[src/rtl/keypad_lock.sv]
// ---------------------------------------------------------------------------
// keypad_lock : debounced 4-digit code lock with failure lockout
// Revision    : 1.0
// ---------------------------------------------------------------------------
`default_nettype none

module keypad_lock #(
  parameter logic [15:0] CODE           = 16'h1234,
  parameter int unsigned DEBOUNCE       = 4,
  parameter int unsigned MAX_FAIL       = 3,
  parameter int unsigned LOCKOUT_CYCLES = 64
) (
  input  logic       clk,
  input  logic       reset,
  input  logic       valid,
  input  logic [3:0] number,
  input  logic       relock,
  output logic       key_strobe,
  output logic [2:0] digit_count,
  output logic       unlocked,
  output logic       error,
  output logic       lockout,
  output logic [1:0] fail_count
);

  localparam logic [3:0] c_debounce = 4'(DEBOUNCE);
  localparam logic [2:0] c_max_fail = 3'(MAX_FAIL);
  localparam logic [7:0] c_lockout  = 8'(LOCKOUT_CYCLES);

  typedef enum logic [1:0] {
    ST_LOCKED  = 2'd0,
    ST_OPEN    = 2'd1,
    ST_LOCKOUT = 2'd2
  } state_t;

  state_t      state_q, state_d;
  logic [3:0]  number_prev_q, number_prev_d;
  logic [3:0]  press_cnt_q, press_cnt_d;
  logic [3:0]  release_cnt_q, release_cnt_d;
  logic        armed_q, armed_d;
  logic [11:0] entry_q, entry_d;
  logic [2:0]  digit_count_q, digit_count_d;
  logic [1:0]  fail_count_q, fail_count_d;
  logic [7:0]  timer_q, timer_d;
  logic        key_strobe_q, key_strobe_d;
  logic        error_q, error_d;

  logic        press_hit;
  logic        accept;
  logic        digit_ok;
  logic [15:0] candidate;

  // Debouncer: counters saturate at DEBOUNCE so a long hold never wraps.
  always_comb begin
    number_prev_d = number;
    press_cnt_d   = 4'd0;
    release_cnt_d = 4'd0;
    if (valid) begin
      if (number != number_prev_q) begin
        press_cnt_d = 4'd1;
      end else if (press_cnt_q != c_debounce) begin
        press_cnt_d = press_cnt_q + 4'd1;
      end else begin
        press_cnt_d = press_cnt_q;
      end
    end else begin
      if (release_cnt_q != c_debounce) begin
        release_cnt_d = release_cnt_q + 4'd1;
      end else begin
        release_cnt_d = release_cnt_q;
      end
    end

    // A reload-to-1 also counts as reaching the threshold when DEBOUNCE is 1.
    press_hit = valid && (press_cnt_d == c_debounce) &&
                ((press_cnt_d != press_cnt_q) || (number != number_prev_q));
    accept    = press_hit && armed_q;
    digit_ok  = accept && (number <= 4'd9);

    armed_d = armed_q;
    if (release_cnt_d == c_debounce) begin
      armed_d = 1'b1;
    end else if (accept) begin
      armed_d = 1'b0;
    end
  end

  always_comb begin
    state_d       = state_q;
    entry_d       = entry_q;
    digit_count_d = digit_count_q;
    fail_count_d  = fail_count_q;
    timer_d       = timer_q;
    key_strobe_d  = 1'b0;
    error_d       = 1'b0;
    candidate     = {entry_q, number};

    case (state_q)
      ST_LOCKED: begin
        if (relock) begin
          digit_count_d = 3'd0;
          entry_d       = 12'd0;
        end else if (digit_ok) begin
          key_strobe_d = 1'b1;
          if (digit_count_q != 3'd3) begin
            entry_d       = {entry_q[7:0], number};
            digit_count_d = digit_count_q + 3'd1;
          end else begin
            digit_count_d = 3'd0;
            entry_d       = 12'd0;
            if (candidate == CODE) begin
              state_d      = ST_OPEN;
              fail_count_d = 2'd0;
            end else begin
              error_d = 1'b1;
              if (({1'b0, fail_count_q} + 3'd1) == c_max_fail) begin
                state_d      = ST_LOCKOUT;
                fail_count_d = 2'd0;
                timer_d      = c_lockout;
              end else begin
                fail_count_d = fail_count_q + 2'd1;
              end
            end
          end
        end
      end

      ST_OPEN: begin
        if (relock) begin
          state_d       = ST_LOCKED;
          digit_count_d = 3'd0;
        end
      end

      ST_LOCKOUT: begin
        timer_d = timer_q - 8'd1;
        if (timer_q == 8'd1) begin
          state_d = ST_LOCKED;
        end
      end

      default: begin
        state_d = ST_LOCKED;
      end
    endcase
  end

  always_ff @(posedge clk) begin
    if (reset) begin
      state_q       <= ST_LOCKED;
      number_prev_q <= 4'd0;
      press_cnt_q   <= 4'd0;
      release_cnt_q <= 4'd0;
      armed_q       <= 1'b0;
      entry_q       <= 12'd0;
      digit_count_q <= 3'd0;
      fail_count_q  <= 2'd0;
      timer_q       <= 8'd0;
      key_strobe_q  <= 1'b0;
      error_q       <= 1'b0;
    end else begin
      state_q       <= state_d;
      number_prev_q <= number_prev_d;
      press_cnt_q   <= press_cnt_d;
      release_cnt_q <= release_cnt_d;
      armed_q       <= armed_d;
      entry_q       <= entry_d;
      digit_count_q <= digit_count_d;
      fail_count_q  <= fail_count_d;
      timer_q       <= timer_d;
      key_strobe_q  <= key_strobe_d;
      error_q       <= error_d;
    end
  end

  assign key_strobe  = key_strobe_q;
  assign digit_count = digit_count_q;
  assign unlocked    = (state_q == ST_OPEN);
  assign lockout     = (state_q == ST_LOCKOUT);
  assign error       = error_q;
  assign fail_count  = fail_count_q;

endmodule

`default_nettype wire

[config.mk]
export PLATFORM = sky130hd
export DESIGN_NAME = keypad_lock
export DESIGN_NICKNAME = d
export VERILOG_FILES = /design/src/rtl/keypad_lock.sv
export SDC_FILE = /design/constraint.sdc
export NUM_CORES = 1
export LEC_CHECK = 0
export BUFFER_PORTS_ARGS = -buffer_cell sky130_fd_sc_hd__buf_2
export CORE_ASPECT_RATIO = 0.7
export CORE_MARGIN = 4
export CORE_UTILIZATION = 30
export DETAILED_ROUTE_END_ITERATION = 8
export SKIP_CTS_REPAIR_TIMING = 1
export SYNTH_ARGS = -nofsm -noshare
export SYNTH_HDL_FRONTEND = slang
export SYNTH_SLANG_ARGS = --single-unit
[constraint.sdc]
create_clock -name clk -period 4.59 [get_ports clk]
set_input_delay 0.2295 -clock clk [delete_from_list [all_inputs] [get_ports clk]]
set_output_delay 0.2295 -clock clk [all_outputs]
set_load 0.02 [all_outputs]
==> results.md <==
* Avg Vias per Cell at 4.82
* Max FO, Critical Path at 11
* Status: finished, final reports clean
* Clk root buf: clkbuf_8
* # setup viols final at 0
* DRC at 0
* Tightest Hold Check Type: in2reg
* Final period utilization at 56.5%
* WS Path Type: reg2reg
* Most frequent cells in the layout: dfxtp_1, a21oi_1, buf_2, inv_1, nor2_1
* Worst Hold Slack at 0.211 ns
* Final ANT Viol Nets at 0
* Layout Cells excl Fill at 323
* Startpoint Class: register
* Syn Nets at 234
* Least-Margin Pin Slew at 0.761 ns
* First-pass GRT wire length at 7010 um
* Iter 0 DRT Violations at 69
* Clk slew on worst S/H paths at 0.08 ns
* R2R Path End: timer_q[7]
* I/O pin count at 17
* Fin. max-slew vios at 0
* Max-Cap Viols at 0
* CTS tree: done
* CTS Buf Count at 5
* Hpwl dp at 2920 um
* FF-to-FF Start: press_cnt_q[0]
* Min-delay src: number[2]
* Grt ovf at 0
* Layout cells sized above 1 at 14.2%
* M1 WL at 2190 um
* Port buffer count at 16
* Slew headroom at 49.0%
* Routed length on met2 at 1620 um
* Worst r2r path cells at 8
* Worst-skew pair later-pin latency at 0.29 ns
* Antenna violations before repair at 0
* Cell row count at 24
* # nets final at 246
* Wire per inst at 12.4 um
* Hold violation count in the final report at 0
* Seq/Total Area, Yosys at 42.3%
* Fill count at 648
* Crit. End Element: register
* Vias in the first global route at 1,443
* Peak supply drop at 140 uV
* Commonest non-fill, non-tap cell in the layout: dfxtp_1
* Library cells used by synthesis at 44
* Hold Path Cell Cnt at 2
* Placed cells at 315
* RSZ-0062 raised after global routing: no
* Placer Congestion at 0.776
* Syn Inst Count at 219
* Met3 Routed Length at 159 um
* Power per cell area at 330 nW/um^2
* Sink Count at 42
* Largest net degree at the start of global routing at 25
* Die Area at 8010 um^2
* Max Freq at 386 MHz
* Die width at 105 um
* Fin crit period at 2.59 ns
* Placed Area at 2130 um^2
* Final wirelength at 4010 um
* Mapped cell area at 1990 um^2
* Worst reg2reg setup slack at 2.00 ns
* Maximum clock insertion buffer count at 2
* DR pass1 iterations at 4
* Arr. time, crit path at 2.83 ns
* Skew final at 0.00800 ns
* Yosys warning count at 0
* Final Instance Area at 2270 um^2
* H-tree levels at 2
* P&R area growth vs syn at 14.2%
* FF+latch count, synth at 42
* Vias after detailed routing at 1,557
* Die height at 76.1 um
* Antenna diodes at 0
* Setup TNS at 0 ns
* GR Util All Layers at 10.7%
* DR top layer: met4
* Hold path endpoint: entry_q[2]
* Starting Density at 31.4%
* Leakage at 0.871 nW
* Core Area at 6340 um^2
* Worst EP required at 4.82 ns
* Avg Cell Area, Syn at 9.08 um^2
logic make-up (layout without fill, tap and decap cells):
family	after synthesis	in the layout	share of synthesized area [%]
and+or+nand+nor	88	88	28.0
AOI/OAI and AO/OA	49	49	16.6
DFF	42	42	42.3
buffers and inverters	25	38	5.10
adders and majority gates	7	7	4.41
xor gates and xnor gates	7	7	3.08
muxes	1	1	0.503
state kept, by name (all words and copies together) (netlist names):
| register | count |
|---|---|
| error | 1 |
| armed_q | 1 |
| digit_count | 3 |
| number_prev_q | 4 |
| state_q | 2 |
| entry_q | 12 |
| press_cnt_q | 4 |
| key_strobe | 1 |
| fail_count | 2 |
| timer_q | 8 |
| release_cnt_q | 4 |
power by group:
part	total [W]	switching (W)	internal [W]
Sequential	0.000369	0.00000215	0.000367
Clock	0.000347	0.000130	0.000218
Combinational	0.0000330	0.0000212	0.0000119
routing by layer:
metal	vias up	GRT usage [%]
li1	816	-
met1	717	15.4
met2	19	14.8
met3	5	3.81
met4	0	3.15
met5	-	0
critical path: stages, from the launching register on:
cell     delay [ns]
dfxtp_1        0.41
inv_1          0.09
ha_1           0.29
inv_1          0.07
and3_1         0.13
and4_1         0.44
a31oi_1        0.36
or4_1          0.58
a21oi_1        0.14
metrics by stage:
step                util (%)  total power, W  setup slack (ns)
finish                  35.8        0.000750              2.00
global route            35.8        0.000778              1.76
CTS                     35.8        0.000759              1.99
detailed placement      33.7        0.000411              2.02
global placement        33.7        0.000411              2.10
floorplan                  -        0.000402              2.31
synthesized netlist by cell type (all sizes together):
master	n	area, um^2
a211oi	3	22.5
a21oi	16	80.1
a22o	12	105
a31o	1	8.76
a31oi	5	31.3
a32oi	1	8.76
and2	1	6.26
and3	2	12.5
and4	2	17.5
buf	4	22.5
clkbuf	7	26.3
dfxtp	42	841
ha	7	87.6
inv	14	52.6
mux2i	1	10.0
nand2	13	51.3
nand2b	5	31.3
nand3	4	25.0
nand3b	5	41.3
nand4	3	18.8
nor2	14	52.6
nor2b	5	31.3
nor3	10	61.3
nor3b	1	7.51
nor4	4	55.1
nor4b	4	35.0
nor4bb	1	10.0
o211ai	1	7.51
o21ai	5	25.0
o21ba	1	10.0
o31a	1	8.76
o31ai	3	22.5
or2	1	6.26
or3	7	43.8
or4	4	30.0
or4b	2	20.0
xnor2	3	26.3
xor2	4	35.0
worst max-delay path by stage:
stage	from	endpoint	slack, ns	cells past startpoint
5_1_grt	press_cnt_q[0]	timer_q[7]	1.76	8
3_5_place_dp	press_cnt_q[0]	timer_q[5]	2.02	8
6_report	press_cnt_q[0]	timer_q[7]	2.00	8
2_1_floorplan	digit_count[0]	timer_q[7]	2.31	8
3_3_place_gp	press_cnt_q[0]	timer_q[5]	2.10	8
4_1_cts	press_cnt_q[0]	timer_q[5]	1.99	8
cell type report:
type | instances | area, um^2 | area share, %
clock buffers | 5 | 68.8 | 3.03
clock inverters | 3 | 68.8 | 3.03
inverters | 14 | 52.6 | 2.31
multi-input cells | 152 | 1050 | 46.1
flip-flops and latches | 42 | 841 | 37.0
well taps | 91 | 114 | 5.01
repair buffers | 16 | 80.1 | 3.53
(Power assumes the default switching activity.)
